### src/rtl/mpd_controller.sv
// MPD sequencing FSM: pops one framed packet into a PRT slot, queries the bloom
// filter, then either streams the stored entry to the output FIFO or drops it.
module mpd_controller #(
    parameter int DATA_WIDTH = 32,
    parameter int NUM_SLOTS  = 16,
    parameter int MAX_WORDS  = 64,
    parameter int BF_TIMEOUT = 255,
    localparam int SLOT_W    = $clog2(NUM_SLOTS)
) (
    input  logic                  clk,
    input  logic                  rst_n,
    input  logic                  ip_empty,
    input  logic [DATA_WIDTH-1:0] ip_dout,
    output logic                  ip_rd_en,
    input  logic                  op_full,
    output logic                  op_wr_en,
    output logic [DATA_WIDTH-1:0] op_din,
    input  logic                  is_prt_slot_free,
    input  logic                  RDY_is_prt_slot_free,
    output logic                  EN_start_writing_prt_entry,
    input  logic                  RDY_start_writing_prt_entry,
    input  logic [SLOT_W-1:0]     start_writing_prt_entry,
    output logic                  EN_write_prt_entry,
    input  logic                  RDY_write_prt_entry,
    output logic [DATA_WIDTH-1:0] write_prt_entry_data,
    output logic                  EN_finish_writing_prt_entry,
    input  logic                  RDY_finish_writing_prt_entry,
    output logic                  EN_start_reading_prt_entry,
    input  logic                  RDY_start_reading_prt_entry,
    output logic [SLOT_W-1:0]     start_reading_prt_entry_slot,
    output logic                  EN_read_prt_entry,
    input  logic                  RDY_read_prt_entry,
    input  logic [DATA_WIDTH-1:0] read_prt_entry,
    output logic                  EN_invalidate_prt_entry,
    input  logic                  RDY_invalidate_prt_entry,
    output logic [SLOT_W-1:0]     invalidate_prt_entry_slot,
    output logic                  bf_enable,
    output logic [31:0]           bf_src_ip,
    output logic [31:0]           bf_dest_ip,
    output logic [15:0]           bf_tag,
    input  logic                  bf_busy,
    input  logic                  bf_output_valid,
    input  logic                  bf_safe,
    output logic [31:0]           pkt_fwd_cnt,
    output logic [31:0]           pkt_drop_cnt,
    output logic                  len_err,
    output logic                  bf_timeout,
    output logic                  ctrl_busy
);
    localparam int          TMR_W    = $clog2(BF_TIMEOUT + 1);
    localparam logic [15:0] MAX16    = 16'(MAX_WORDS);
    localparam logic [TMR_W-1:0] TMR_MAX = TMR_W'(BF_TIMEOUT);

    typedef enum logic [3:0] {
        S_IDLE, S_ALLOC, S_WRITE, S_FINISH, S_LOOKUP,
        S_WAIT_BF, S_RD_START, S_RD_DATA, S_INVAL
    } state_t;

    state_t            r_state, w_next;
    logic [SLOT_W-1:0] r_slot;
    logic [15:0]       r_tag;
    logic [31:0]       r_src, r_dst;
    logic [15:0]       r_nwords, r_wcnt, r_stored, r_rcnt;
    logic              r_drop;
    logic [TMR_W-1:0]  r_timer;
    logic [31:0]       r_fwd, r_drp;

    logic        w_pop, w_skip, w_is_hdr, w_len_bad, w_last_wr, w_rd_fire;
    logic [15:0] w_hdr_n, w_n_eff;

    // Words beyond MAX_WORDS are popped and discarded without touching the PRT.
    assign w_skip    = (r_wcnt >= MAX16);
    assign w_pop     = (r_state == S_WRITE) && !ip_empty && (w_skip || RDY_write_prt_entry);
    assign w_is_hdr  = (r_wcnt == 16'd0);
    assign w_hdr_n   = ip_dout[31:16];
    assign w_len_bad = (w_hdr_n < 16'd3) || (w_hdr_n > MAX16);
    assign w_n_eff   = w_is_hdr ? ((w_hdr_n < 16'd3) ? 16'd3 : w_hdr_n) : r_nwords;
    assign w_last_wr = (r_wcnt == w_n_eff - 16'd1);
    assign w_rd_fire = (r_state == S_RD_DATA) && RDY_read_prt_entry && !op_full;

    always_comb begin
        w_next                      = r_state;
        ip_rd_en                    = 1'b0;
        op_wr_en                    = 1'b0;
        EN_start_writing_prt_entry  = 1'b0;
        EN_write_prt_entry          = 1'b0;
        EN_finish_writing_prt_entry = 1'b0;
        EN_start_reading_prt_entry  = 1'b0;
        EN_read_prt_entry           = 1'b0;
        EN_invalidate_prt_entry     = 1'b0;
        bf_enable                   = 1'b0;
        len_err                     = 1'b0;
        bf_timeout                  = 1'b0;
        case (r_state)
            S_IDLE:
                if (!ip_empty && is_prt_slot_free && RDY_is_prt_slot_free) w_next = S_ALLOC;
            S_ALLOC:
                if (RDY_start_writing_prt_entry) begin
                    EN_start_writing_prt_entry = 1'b1;
                    w_next = S_WRITE;
                end
            S_WRITE:
                if (w_pop) begin
                    ip_rd_en           = 1'b1;
                    EN_write_prt_entry = !w_skip;
                    len_err            = w_is_hdr && w_len_bad;
                    if (w_last_wr) w_next = S_FINISH;
                end
            S_FINISH:
                if (RDY_finish_writing_prt_entry) begin
                    EN_finish_writing_prt_entry = 1'b1;
                    w_next = r_drop ? S_INVAL : S_LOOKUP;
                end
            S_LOOKUP:
                if (!bf_busy) begin
                    bf_enable = 1'b1;
                    w_next    = S_WAIT_BF;
                end
            S_WAIT_BF:
                if (bf_output_valid) begin
                    w_next = bf_safe ? S_RD_START : S_INVAL;
                end else if (r_timer == TMR_MAX) begin
                    bf_timeout = 1'b1;
                    w_next     = S_INVAL;
                end
            S_RD_START:
                if (RDY_start_reading_prt_entry) begin
                    EN_start_reading_prt_entry = 1'b1;
                    w_next = S_RD_DATA;
                end
            S_RD_DATA:
                if (w_rd_fire) begin
                    EN_read_prt_entry = 1'b1;
                    op_wr_en          = 1'b1;
                    if (r_rcnt == r_stored - 16'd1) w_next = S_INVAL;
                end
            S_INVAL:
                if (RDY_invalidate_prt_entry) begin
                    EN_invalidate_prt_entry = 1'b1;
                    w_next = S_IDLE;
                end
            default: w_next = S_IDLE;
        endcase
    end

    always_ff @(posedge clk) begin
        if (!rst_n) begin
            r_state  <= S_IDLE;
            r_slot   <= '0;
            r_tag    <= '0;
            r_src    <= '0;
            r_dst    <= '0;
            r_nwords <= '0;
            r_wcnt   <= '0;
            r_stored <= '0;
            r_rcnt   <= '0;
            r_drop   <= 1'b0;
            r_timer  <= '0;
            r_fwd    <= '0;
            r_drp    <= '0;
        end else begin
            r_state <= w_next;
            case (r_state)
                S_IDLE: begin
                    r_wcnt <= '0;
                    r_drop <= 1'b0;
                end
                S_ALLOC:
                    if (RDY_start_writing_prt_entry) r_slot <= start_writing_prt_entry;
                S_WRITE:
                    if (w_pop) begin
                        r_wcnt <= r_wcnt + 16'd1;
                        if (w_is_hdr) begin
                            r_tag    <= ip_dout[15:0];
                            r_nwords <= w_n_eff;
                            r_stored <= (w_n_eff > MAX16) ? MAX16 : w_n_eff;
                            r_drop   <= w_len_bad;
                        end
                        if (r_wcnt == 16'd1) r_src <= ip_dout[31:0];
                        if (r_wcnt == 16'd2) r_dst <= ip_dout[31:0];
                    end
                S_LOOKUP: r_timer <= '0;
                S_WAIT_BF: begin
                    r_timer <= r_timer + 1'b1;
                    if ((bf_output_valid && !bf_safe) ||
                        (!bf_output_valid && r_timer == TMR_MAX)) r_drop <= 1'b1;
                end
                S_RD_START: r_rcnt <= '0;
                S_RD_DATA:
                    if (w_rd_fire) r_rcnt <= r_rcnt + 16'd1;
                S_INVAL:
                    if (RDY_invalidate_prt_entry) begin
                        if (r_drop) r_drp <= r_drp + 32'd1;
                        else        r_fwd <= r_fwd + 32'd1;
                    end
                default: ;
            endcase
        end
    end

    assign write_prt_entry_data         = EN_write_prt_entry ? ip_dout : '0;
    assign op_din                       = op_wr_en ? read_prt_entry : '0;
    assign start_reading_prt_entry_slot = r_slot;
    assign invalidate_prt_entry_slot    = r_slot;
    assign bf_src_ip                    = r_src;
    assign bf_dest_ip                   = r_dst;
    assign bf_tag                       = r_tag;
    assign pkt_fwd_cnt                  = r_fwd;
    assign pkt_drop_cnt                 = r_drp;
    assign ctrl_busy                    = (r_state != S_IDLE);
endmodule

### config.mk
export PLATFORM = sky130hd
export DESIGN_NAME = mpd_controller
export DESIGN_NICKNAME = d
export VERILOG_FILES = /design/src/rtl/mpd_controller.sv
export SDC_FILE = /design/constraint.sdc
export NUM_CORES = 1
export LEC_CHECK = 0
export ABC_AREA = 1
export CAP_MARGIN = 40
export CELL_PAD_IN_SITES_DETAIL_PLACEMENT = 0
export CELL_PAD_IN_SITES_GLOBAL_PLACEMENT = 1
export CORE_ASPECT_RATIO = 0.7
export CORE_UTILIZATION = 37
export CTS_BUF_LIST = sky130_fd_sc_hd__clkbuf_8 sky130_fd_sc_hd__clkbuf_16
export CTS_CLUSTER_SIZE = 25
export DETAILED_ROUTE_END_ITERATION = 10
export PLACE_DENSITY_LB_ADDON = 0.1
export SLEW_MARGIN = 15
export SYNTH_ARGS = -nofsm -noshare
export SYNTH_HDL_FRONTEND = slang
export SYNTH_SLANG_ARGS = --single-unit
export TNS_END_PERCENT = 10
### constraint.sdc
create_clock -name clk -period 5.5 [get_ports clk]
set_clock_uncertainty 0.15 [all_clocks]
set_input_delay 0.825 -clock clk [delete_from_list [all_inputs] [get_ports clk]]
set_output_delay 0.825 -clock clk [all_outputs]
set_load 0.01 [all_outputs]
======== Word-level counts from Yosys, hierarchy flattened ========
Index checks and enable logic that the tools add are counted.
word-level totals
  bits in registers ....................... 225
  input bits .............................. 83
  output and inout bits ................... 228
  logic and storage cells ................. 135
operators by class
  add/sub/neg operators ................... 7
  magnitude comparators ................... 4
  eq/ne operators ......................... 26
  mux-type cells .......................... 50
  bitwise operators ....................... 1
  reductions and logical operators ........ 34
operators by type and width
  cell                                                                               count
  16-bit two-way mux                                                                 5
  32-bit by 1-bit adder with 32-bit output (second input constant)                   2
  32-bit two-way mux                                                                 2
  16-bit case mux with 2 select lines                                                2
  4-bit two-way mux                                                                  14
  4-bit case mux with 9 select lines                                                 1
  16-bit by 1-bit adder with 16-bit output (second input constant)                   2
  16-bit equality test                                                               2
  16-bit by 7-bit greater-than comparator with 1-bit output (second input constant)  2
  16-bit by 1-bit subtractor with 16-bit output (second input constant)              2
  1-bit two-way mux                                                                  24
  2-bit inequality test (second input constant)                                      11
  16-bit by 1-bit equality test with 1-bit output (second input constant)            1
  16-bit by 2-bit equality test with 1-bit output (second input constant)            1
  4-bit by 3-bit equality test with 1-bit output (second input constant)             4
  16-bit by 7-bit >= comparator with 1-bit output (second input constant)            1
  16-bit zero test                                                                   1
  16-bit by 2-bit less-than comparator with 1-bit output (second input constant)     1
  8-bit case mux with 2 select lines                                                 1
  3-bit AND reduction                                                                5
  11-bit AND reduction                                                               1
  1-bit logical AND                                                                  9
  8-bit by 1-bit adder with 8-bit output (second input constant)                     1
  4-bit by 2-bit equality test with 1-bit output (second input constant)             2
  15 further kinds                                                                   25

======== Longest topological paths before layout ========
Gate-level depths: netlist (run 1).
  word-level depth ........................ 8
  gate-level depth with buffers ........... 26
  gate-level depth less buffers ........... 25

======== Worst setup path after synthesis (run 1) ========
No wires, ideal clock.
  path kind ............................... reg2reg
  start ................................... register r_wcnt[0]
  end ..................................... register r_state[1]
  setup time .............................. 113 ps
  data arrival time ....................... 2668 ps
  data required time ...................... 5237 ps
  path slack .............................. 2569 ps
  stages on the path, launching flop included .. 23
  path buffers ............................ 2
  period minus slack after synthesis ...... 2931 ps
  cell sequence ........................... dfxtp_1 inv_1 ha_1 nand2_1 nor2_4 nand2_4 buf_8 buf_12 o21ai_4 ha_1 nand2_1 nor2_2 nand2_1 nand2_1 nand3_1 nand2_1 nand3_1 nor2_1 nand2_1 nand2_2 nand2_2 o21ai_1 inv_1
on the way
  word-level cells in the longest chain between the ends .. 6
  elaborated cells on any way between the ends .. 10
  classes of those cells .................. add/sub (1); order compare (1); eq/ne (3); mux (1); reduce/logical (4)
RTL lines
  element                                        line  RTL
  from (decl)                                    63    logic [15:0] r_nwords, r_wcnt, r_stored, r_rcnt;
  from (signal assigned)                         172   r_wcnt <= r_wcnt + 16'd1;
  16-bit zero test                               74    assign w_is_hdr = (r_wcnt == 16'd0);
  16-bit two-way mux                             77    assign w_n_eff = w_is_hdr ? ((w_hdr_n < 16'd3) ? 16'd3 : w_hdr_n) : r_nwords;
  16-bit by 1-bit subtractor with 16-bit output  78    assign w_last_wr = (r_wcnt == w_n_eff - 16'd1);
  16-bit equality test                           78
  2-bit inequality test (no source line)         n/a
  11-bit AND reduction (no source line) (*)      n/a
  to (signal assigned)                           162   r_state <= w_next;
  to (decl)                                      59    state_t r_state, w_next;
Every way passes the cells marked *; elsewhere a longest branch is shown, timed or not.
A chain may end at the register's enable or synchronous reset.

======== Worst setup path in the final report (run 1) ========
  start ................................... register r_wcnt[12]
  end ..................................... output write_prt_entry_data[29]
on the way
  word-level cells in the longest chain between the ends .. 6
  elaborated cells on any way between the ends .. 7
  classes of those cells .................. order compare (1); mux (3); reduce/logical (3)
RTL lines
  element                                              line  RTL
  16-bit by 7-bit >= comparator with 1-bit output (*)  72    assign w_skip = (r_wcnt >= MAX16);
  1-bit logical OR                                     73    assign w_pop = (r_state == S_WRITE) && !ip_empty && (w_skip || RDY_write_prt_entry);
  1-bit logical AND                                    73
  1-bit two-way mux (*)                                103   if (w_pop) begin
  1-bit two-way mux (*)                                94    case (r_state)
  32-bit two-way mux (*)                               201   assign write_prt_entry_data = EN_write_prt_entry ? ip_dout : '0;
  to (decl)                                            25    output logic [DATA_WIDTH-1:0] write_prt_entry_data,
Marked as above.

==> results.py, run 1 <==
metrics = {
    "place": {
        "dp_hpwl_um": 29100,
        "place_ws_ns": 1.48,
        "place_area_mm2": 0.0149,
        "place_inst": 2371,
        "portBuffers": 310,
        "place_congestion": 0.914,
    },
    "die": {
        "start_util_pct": 37.8,
        "die_x_um": 212,
        "core-area_mm2": 0.0302,
        "die_area_mm2": 0.0316,
        "ios": 311,
        "num_rows": 53,
        "die_h_um": 149,
    },
    "synth": {
        "seq_area_frac_synth_pct": 39.4,
        "syn_inst": 1699,
        "synth_area_leader_cell": "dfxtp_1",
        "yosys_most_used_dff": "dfxtp_1",
        "synth_top_area_share_pct": 39.4,
        "synth_cell_type_count": 51,
        "synth_area_mm2": 0.0114,
        "ys_ff_latch": 225,
        "synth-edff-count": 0,
        "yosysWarnings": 0,
        "yosys.cell_count.top_type": "nand2_1",
        "synthTopCellsByCount": "nand2_1 (361), inv_1 (235), nor2_1 (227)",
        "synthTopCellsByArea": "dfxtp_1 (39%), nand2_1 (12%), inv_1 (7.7%), nor2_1 (7.4%), a21oi_1 (7.2%)",
        "syn-num-nets": 1792,
        "avgSynthCellArea_um2": 6.73,
        "synth-async-reset-ratio_pct": 0,
    },
    "finish": {
        "fillerInstances": 3031,
        "finish.utilization_pct": 51.7,
        "stdcell_count": 2411,
        "antenna_cells": 0,
        "multiInputGateArea_mm2": 0.00576,
        "final_cell_area_mm2": 0.0156,
        "syn2layout_area_growth_pct": 36.7,
        "seq_area_mm2": 0.00450,
        "drive_gt1_share_pct": 4.95,
        "nets": 2079,
    },
    "sta": {
        "rsz0062_at_grt": "no",
        "setup_ws_ns": 1.35,
        "worstMarginPinSlew_ns": 0.693,
        "setup_tns_ns": 0,
        "slew_viol_final": 0,
        "fin_crit_sh_pct": 75.4,
        "fmax_ghz": 0.241,
        "slew_headroom_pct": 53.6,
        "setup_viol": 0,
        "hold_viol": 0,
        "period_needed_ns": 4.15,
    },
    "clock_tree": {
        "cts_root_buffer": "clkbuf_16",
        "cts_made_buffers": 24,
        "numClockSinks": 225,
        "cts_hold_buf": 0,
        "clk_pin_slew_worst_paths_ns": 0.06,
        "cts.repair.resized": 0,
        "cts_tree": "done",
        "cts.path.max_buffers": 3,
        "postCtsSetupBuffers": 0,
        "insertion_delay_ns": 0.54,
        "cts.htree.levels": 1,
    },
    "global_route": {
        "grt_use_total_pct": 24.2,
        "grt_antenna_before_repair": 0,
        "grt_pass1_wl_um": 59700,
        "grt_pass1_vias": 10700,
        "gr-total-overflow": 0,
        "grt_max_degree": 77,
    },
    "critical_path": {
        "crit_path_max_incr_delay_ns": 0.50,
        "path_cells": "nor2_1 > nand2_1 > nor2_4 > nand2_1 > or2_2 > nand2_1 > nor2_1 > inv_1 > buf_16 > nor2_1 > clkdlybuf4s50_1",
        "cp.required_ns": 4.53,
        "path_class": "flop to output port",
        "crit_buf_inv": 3,
        "crit_fanout": 27,
        "startpoint_type": "flop",
        "worstPathArrival_ns": 3.17,
        "path_delay_family": "simple AND/OR/NAND/NOR gates",
        "cp-end-kind": "output port",
        "cp_slowest_cell": "clkdlybuf4s50_1",
    },
    "outcome": {
        "status": "completed",
    },
    "route": {
        "ant_nets": 0,
        "drt_first_iter_violations": 740,
        "drcViolationCount": 0,
        "post_drt_wl_per_cell_um": 16.1,
        "wirelength_um": 38800,
        "vias_per_cell": 4.88,
        "dr.pass1.iters": 5,
        "num_vias": 11800,
    },
    "min_path": {
        "hold_path.class": "flop to flop",
    },
    "power_and_ir_drop": {
        "ir_worst_vdd_mv": 0.193,
        "p_leak_nw": 6.03,
        "power.density_mw_per_mm2": 251,
    },
    "flow_run": {
        "cap_violations": 0,
    },
}
## layer usage
layer,part of all wire (%),vias to the layer above,track usage [%]
li1,-,6013,-
met1,50,5367,35.5
met2,40,343,34.4
met3,8.9,34,7.56
met4,1.3,0,4.20
met5,0,-,0
## logic make-up (layout without fill, tap and decap cells)
group	Yosys count	in the layout	share of synthesized area (%)
and+or+nand+nor	809	809	30.5
xor gates and xnor gates	56	56	4.29
adders and majority gates	10	10	1.09
AOI/OAI and AO/OA	301	301	14.4
buffers and inverters	298	598	10.4
DFF	225	225	39.4
## registers in the layout, indices dropped and copies added (netlist names)
signal	count
pkt_drop_cnt	32
r_nwords	16
bf_tag	16
r_stored	16
r_state	4
r_drop	1
bf_dest_ip	32
r_timer	8
pkt_fwd_cnt	32
r_wcnt	16
invalidate_prt_entry_slot	4
bf_src_ip	32
r_rcnt	16
## worst register-to-register path: stages (launching register included)
cell	delay, ns
dfxtp_1	0.38
inv_1	0.15
ha_1	0.24
nand2_1	0.11
nor2_4	0.08
nand2_4	0.42
inv_1	0.19
nand2_1	0.16
nand2_2	0.08
inv_1	0.09
ha_1	0.18
nand2_1	0.12
nor2_2	0.23
nand2_1	0.12
nand2_1	0.10
nand3_1	0.07
nand2_1	0.08
nand3_1	0.08
nor2_1	0.10
nand2_1	0.11
nand2_2	0.10
nand2_2	0.08
o21ai_1	0.13
inv_1	0.04
## layout make-up
type	instances	share of cell area (%)
inverter	239	5.75
tap	412	3.30
clock inverter	13	0.592
timing repair buffer	320	20.7
sequential	225	28.8
clock buffer	26	4.02
multi-input combinational	1176	36.9
## report_power, final
part	internal, mW	switching, mW	total, mW
Sequential	1.66	0.0309	1.70
Combinational	0.255	0.432	0.687
Clock	0.861	0.679	1.54
## stage by stage
step	total power [mW]	hold WS, ns
finish	3.92	0.300
global route	4.10	0.336
CTS	3.96	0.302
detailed placement	2.41	0.292
global placement	2.41	0.291
floorplan	2.13	0.280
## cells in the final DEF (no fill, tap or decap), types with 3 or more instances in the layout
| master | n |
|---|---|
| o211ai_1 | 3 |
| nor3_2 | 3 |
| xor2_1 | 39 |
| clkdlybuf4s50_1 | 309 |
| dfxtp_1 | 225 |
| o21ai_1 | 5 |
| nor4_1 | 7 |
| a21oi_1 | 165 |
| nand2_1 | 361 |
| buf_4 | 7 |
| buf_16 | 3 |
| nand2_4 | 4 |
| clkinv_2 | 4 |
| xnor2_1 | 17 |
| nor2_1 | 226 |
| nor3b_1 | 4 |
| clkbuf_16 | 24 |
| o21ai_0 | 90 |
| o21ai_2 | 9 |
| nand2_2 | 9 |
| o21a_1 | 6 |
| inv_1 | 241 |
| nor2_2 | 14 |
| nor2_4 | 5 |
| nor3_1 | 67 |
| a221oi_1 | 5 |
| nand3b_1 | 4 |
| ha_1 | 10 |
| a31oi_1 | 6 |
| nand3_1 | 74 |
| nand4_1 | 22 |
## path summary, 6_finish.rpt
path | startpoint | to | slack (ns) | cells past startpoint
setup / recovery | r_wcnt[12] | write_prt_entry_data[29] | 1.35 | 11
hold / removal | r_stored[15] | r_stored[15] | 0.30 | 2
setup reg to reg | r_wcnt[0] | r_state[1] | 1.78 | 23
hold reg to reg | r_stored[15] | r_stored[15] | 0.30 | 2
No activity file was read; power rests on OpenSTA's default activity.
==> run 2: changes to the inputs <==
--- a/config.mk
+++ b/config.mk
@@ -10,7 +10,7 @@
 export CELL_PAD_IN_SITES_DETAIL_PLACEMENT = 0
 export CELL_PAD_IN_SITES_GLOBAL_PLACEMENT = 1
 export CORE_ASPECT_RATIO = 0.7
-export CORE_UTILIZATION = 37
+export CORE_UTILIZATION = 34
 export CTS_BUF_LIST = sky130_fd_sc_hd__clkbuf_8 sky130_fd_sc_hd__clkbuf_16
 export CTS_CLUSTER_SIZE = 25
 export DETAILED_ROUTE_END_ITERATION = 10
==> constraint.sdc (replaced) <==
create_clock -name clk -period 3.91 [get_ports clk]
set_clock_uncertainty 0.15 [all_clocks]
set_input_delay 0.5865 -clock clk [delete_from_list [all_inputs] [get_ports clk]]
set_output_delay 0.5865 -clock clk [all_outputs]
set_load 0.01 [all_outputs]
==> run 2 against run 1 <==
  * Worst hold slack gained 0.0049 ns
  * Sequential share of layout area shrank 0.46 points
  * Clock-buffer cell count grew 3
  * Wire length grew 3.8%
  * Cell area grew 1.6%
  * Clock power grew 65%
  * First-iteration DRC count grew 6.9%
  * Global-route usage shrank 1.6 points
  * Core utilization shrank 3.1 points
  * Critical path type unchanged
  * Critical endpoint is now write_prt_entry_data[7]
==> results.py, run 2 (synthesis gave the netlist of run 1 again) <==
metrics = {
    "global_route": {
        "grt_pass1_wl_um": 61800,
        "grt_antenna_before_repair": 0,
        "grt_use_total_pct": 22.6,
        "grt_pass1_vias": 10900,
        "grt_max_degree": 58,
        "gr-total-overflow": 0,
    },
    "power_and_ir_drop": {
        "pwr-share-seq_pct": 40.4,
        "clkPwrFrac_pct": 43.0,
        "ir_worst_vdd_mv": 0.275,
        "sw_frac_of_total_pct": 28.7,
        "power.density_mw_per_mm2": 372,
        "power_switching_mw": 1.69,
        "comb_power_share_pct": 16.6,
        "intPower_mw": 4.22,
        "p_leak_nw": 6.14,
    },
    "place": {
        "portBuffers": 310,
        "place_congestion": 0.904,
        "dp_hpwl_um": 30300,
    },
    "clock_tree": {
        "insertion_delay_ns": 0.56,
        "cts.path.max_buffers": 3,
        "cts_tree": "done",
        "clk_pin_slew_worst_paths_ns": 0.06,
        "cts_made_buffers": 25,
        "cts_root_buffer": "clkbuf_16",
        "cts_hold_buf": 0,
        "numClockSinks": 225,
        "cts.htree.levels": 1,
    },
    "finish": {
        "syn2layout_area_growth_pct": 38.9,
        "multiInputGateArea_mm2": 0.00576,
        "fillerInstances": 3292,
        "seq_area_mm2": 0.00450,
        "layout_common_cells": "nand2_1 (361), clkdlybuf4s50_1 (309), inv_1 (238)",
        "layout_commonest_cell": "nand2_1",
        "finish.utilization_pct": 48.6,
        "nets": 2095,
        "antenna_cells": 0,
        "drive_gt1_share_pct": 6.04,
    },
    "sta": {
        "fin_crit_sh_pct": 94.1,
        "fmax_ghz": 0.272,
        "period_needed_ns": 3.68,
        "hold_viol": 0,
        "setup_tns_ns": 0,
        "slew_viol_final": 0,
        "rsz0062_at_grt": "no",
        "worstMarginPinSlew_ns": 0.721,
        "setup_viol": 0,
        "whs_ns": 0.305,
        "slew_headroom_pct": 51.6,
    },
    "die": {
        "die_x_um": 221,
        "die_area_mm2": 0.0344,
        "core-area_mm2": 0.0327,
        "ios": 311,
        "num_rows": 55,
        "start_util_pct": 35.0,
        "die_h_um": 155,
    },
    "critical_path": {
        "path_class": "flop to output port",
        "crit_fanout": 29,
        "cp-end-kind": "output port",
        "worstPathArrival_ns": 2.94,
        "startpoint_type": "flop",
        "path_cells": "inv_1 > nand2_1 > nor2_2 > nand2_1 > nor2_1 > nand2_1 > nor2_1 > inv_1 > buf_8 > nor2_1 > clkdlybuf4s50_1",
        "cp.required_ns": 3.17,
        "crit_path_max_incr_delay_ns": 0.57,
        "cp_slowest_cell": "clkdlybuf4s50_1",
    },
    "route": {
        "num_vias": 11800,
        "drcViolationCount": 0,
        "post_drt_wl_per_cell_um": 16.5,
        "wirelength_um": 40200,
        "dr.pass1.iters": 6,
        "ant_nets": 0,
        "vias_per_cell": 4.83,
        "drt_first_iter_violations": 791,
    },
    "outcome": {
        "status": "completed",
    },
    "min_path": {
        "hold_path.class": "flop to flop",
    },
    "flow_run": {
        "cap_violations": 0,
    },
}
## run 2: cell types whose count changed in the layout (fill, tap and decap cells not counted), moves of 2 or more
cell	delta
clkbuf_8	+2
buf_16	-2
clkinvlp_4	+3
buf_4	+16
bufinv_16	+3
inv_1	-3
## run 2: metrics by stage
step | std cells | power, mW | worst slack, ns | area, um^2
floorplan | 1699 | 2.99 | 0.979 | 11400
global placement | 2401 | 3.42 | 0.364 | 15000
detailed placement | 2402 | 3.41 | 0.265 | 15000
CTS | 2446 | 5.97 | 0.137 | 15900
global route | 2446 | 6.16 | 0.00514 | 15900
finish | 2446 | 5.91 | 0.232 | 15900
## run 2: area by class of cell
| class | count | share of cell area (%) |
|---|---|---|
| Multi-Input combinational cell | 1176 | 36.3 |
| Sequential cell | 225 | 28.4 |
| Timing Repair Buffer | 335 | 20.9 |
| Inverter | 239 | 5.66 |
| Clock buffer | 29 | 4.28 |
| Tap cell | 427 | 3.36 |
| Clock inverter | 15 | 1.21 |
## run 2: layer usage
metal	global-route usage [%]	part of all wire, %	vias up
met5	0	0	-
met4	4.73	1.7	0
met3	7.16	8.8	46
met2	32.3	40	333
met1	32.7	49	5399
li1	-	-	6036
## run 2: power groups by stage
stage / combinational, mW / clock, mW / sequential, mW
4_1_cts: 0.981 / 2.60 / 2.39
2_1_floorplan: 0.556 / 0 / 2.44
3_5_place_dp: 0.977 / 0 / 2.44
3_3_place_gp: 0.980 / 0 / 2.44
6_report: 0.983 / 2.54 / 2.39
5_1_grt: 1.08 / 2.69 / 2.39
## run 2: final timing paths
check	to	startpoint	cells past startpoint	slack (ns)
max	write_prt_entry_data[7]	r_state[0]	11	0.23
min reg2reg	r_stored[15]	r_stored[15]	2	0.31
min	r_stored[15]	r_stored[15]	2	0.31
max reg2reg	r_state[1]	r_wcnt[1]	21	0.47
## run 2: repair_timing
item,4_1_cts,5_1_grt
setup endpoints to repair,0,29
buffers inserted,0,0
resized for setup,0,2
## run 2: critical path, delay by kind of cell (launching register included)
family | cells | cell delay, ns
buf+inv | 4 | 1.03
simple gates | 7 | 1.00
flops | 1 | 0.36
==> run 3: changes to the inputs <==
--- a/config.mk
+++ b/config.mk
@@ -6,7 +6,7 @@
 export NUM_CORES = 1
 export LEC_CHECK = 0
 export ABC_AREA = 1
-export CAP_MARGIN = 40
+export CAP_MARGIN = 15
 export CELL_PAD_IN_SITES_DETAIL_PLACEMENT = 0
 export CELL_PAD_IN_SITES_GLOBAL_PLACEMENT = 1
 export CORE_ASPECT_RATIO = 0.7
==> run 3 against run 2 <==
  * Sequential cell count unchanged
  * Critical path depth unchanged
  * Power is 1.6% lower
  * Core utilization shrank 0.21 points
  * Global-route usage is 0.11 points lower
  * First-iteration DRC count is 9.1% higher
  * Wire length down 0.93%
  * Maximum frequency increased by 0.71%
  * Non-clock buffer count fell by 1
  * Die area unchanged
==> results.py, run 3 (synthesis gave the netlist of run 1 again) <==
metrics = {
    "clock_tree": {
        "cts.path.max_buffers": 3,
        "cts_root_buffer": "clkbuf_16",
        "insertion_delay_ns": 0.55,
        "cts_tree": "done",
        "cts_hold_buf": 0,
        "cts.htree.levels": 1,
        "cts_made_buffers": 25,
        "clk_pin_slew_worst_paths_ns": 0.06,
        "numClockSinks": 225,
    },
    "global_route": {
        "grt_use_total_pct": 22.5,
        "gr-total-overflow": 0,
        "grt_antenna_before_repair": 0,
        "grt_max_degree": 58,
        "grt_pass1_vias": 10700,
        "grt_pass1_wl_um": 61500,
    },
    "die": {
        "die_x_um": 221,
        "start_util_pct": 35.0,
        "num_rows": 55,
        "core-area_mm2": 0.0327,
        "ios": 311,
        "die_h_um": 155,
        "die_area_mm2": 0.0344,
    },
    "sta": {
        "fmax_ghz": 0.274,
        "period_needed_ns": 3.65,
        "worstMarginPinSlew_ns": 1.16,
        "setup_tns_ns": 0,
        "hold_viol": 0,
        "slew_headroom_pct": 22.3,
        "setup_viol": 0,
        "rsz0062_at_grt": "no",
        "fin_crit_sh_pct": 93.4,
        "slew_viol_final": 0,
    },
    "power_and_ir_drop": {
        "total_power_mw": 5.82,
        "ir_worst_vdd_mv": 0.256,
        "p_leak_nw": 6.11,
        "power.density_mw_per_mm2": 368,
    },
    "flow_run": {
        "cap_violations": 0,
    },
    "route": {
        "vias_per_cell": 4.80,
        "ant_nets": 0,
        "num_vias": 11700,
        "post_drt_wl_per_cell_um": 16.3,
        "dr.pass1.iters": 5,
        "drcViolationCount": 0,
        "wirelength_um": 39900,
        "drt_first_iter_violations": 863,
    },
    "critical_path": {
        "crit_fanout": 29,
        "worstPathArrival_ns": 2.92,
        "path_class": "flop to output port",
        "cp-end-kind": "output port",
        "startpoint_type": "flop",
        "cp.required_ns": 3.17,
    },
    "finish": {
        "drive_gt1_share_pct": 6.05,
        "layout_common_cells": "nand2_1 (361), clkdlybuf4s50_1 (309), inv_1 (236)",
        "nets": 2094,
        "layout_commonest_cell": "nand2_1",
        "antenna_cells": 0,
        "syn2layout_area_growth_pct": 38.3,
    },
    "place": {
        "dp_hpwl_um": 30200,
        "portBuffers": 310,
        "place_congestion": 0.904,
    },
    "outcome": {
        "status": "completed",
    },
    "min_path": {
        "hold_path.class": "flop to flop",
    },
}
-- run 3: cell types whose count changed in the layout (fill, tap and decap cells not counted) --
cell,before,now
buf_8,1,0
buf_6,0,1
bufinv_16,4,3
clkinvlp_4,3,2
buf_16,1,0
inv_16,1,0
clkinv_2,3,5
inv_6,0,1
clkinv_4,0,1
inv_1,238,236
-- run 3: cell type report --
| class | count | area (um^2) |
|---|---|---|
| fillers | 3295 | 16900 |
| clock inverters | 14 | 155 |
| repair buffers | 334 | 3280 |
| multi-input cells | 1176 | 5760 |
| clock buffers | 29 | 681 |
| inverters | 239 | 900 |
| flip-flops and latches | 225 | 4500 |
| well taps | 427 | 534 |
-- run 3: where the power goes --
| part | switching, mW | total [mW] | internal, mW | leakage, nW |
|---|---|---|---|---|
| combinational | 0.616 | 0.981 | 0.365 | 3.87 |
| sequential | 0.0439 | 2.39 | 2.34 | 1.81 |
| clock | 1.01 | 2.45 | 1.44 | 0.418 |
| total | 1.67 | 5.82 | 4.14 | 6.11 |
-- run 3: metrics by stage --
stage / utilization, % / setup slack [ns] / cells / area, um^2 / hold WS (ns)
after global placement: 45.8 / 0.364 / 2401 / 15000 / 0.295
after detailed placement: 45.8 / 0.277 / 2401 / 15000 / 0.304
after global routing: 48.4 / 0.0245 / 2444 / 15800 / 0.323
after floorplan: - / 0.979 / 1699 / 11400 / 0.280
after CTS: 48.4 / 0.143 / 2444 / 15800 / 0.308
final: 48.4 / 0.258 / 2444 / 15800 / 0.306
-- run 3: repair_timing --
action / in CTS / in global routing
gates resized for setup: 0 / 1
buffers inserted: 0 / 0
setup endpoints to repair: 0 / 11
-- run 3: worst paths after layout --
| check | from | endpoint | slack, ns | cells past startpoint |
|---|---|---|---|---|
| hold reg to reg | r_stored[15] | r_stored[15] | 0.31 | 2 |
| hold / removal | r_stored[15] | r_stored[15] | 0.31 | 2 |
| setup / recovery | r_wcnt[8] | write_prt_entry_data[3] | 0.26 | 11 |
| setup reg to reg | r_wcnt[1] | r_state[1] | 0.52 | 21 |
-- run 3: layer usage --
layer	GRT usage (%)	part of all wire, %	wire [um]
met4	4.23	1.5	585
met3	5.84	7.4	2940
met2	32.1	41	16300
met5	0	0	0
met1	33.6	50	20100
-- run 3: worst max-delay path, stage by stage, from the launching register on --
cell             delay [ns]
dfxtp_1                0.39
nor2_1                 0.13
nand2_1                0.08
nor2_4                 0.19
nand2_1                0.11
or2_2                  0.28
nand2_1                0.08
nor2_1                 0.07
inv_1                  0.13
buf_6                  0.28
nor2_1                 0.08
clkdlybuf4s50_1        0.52
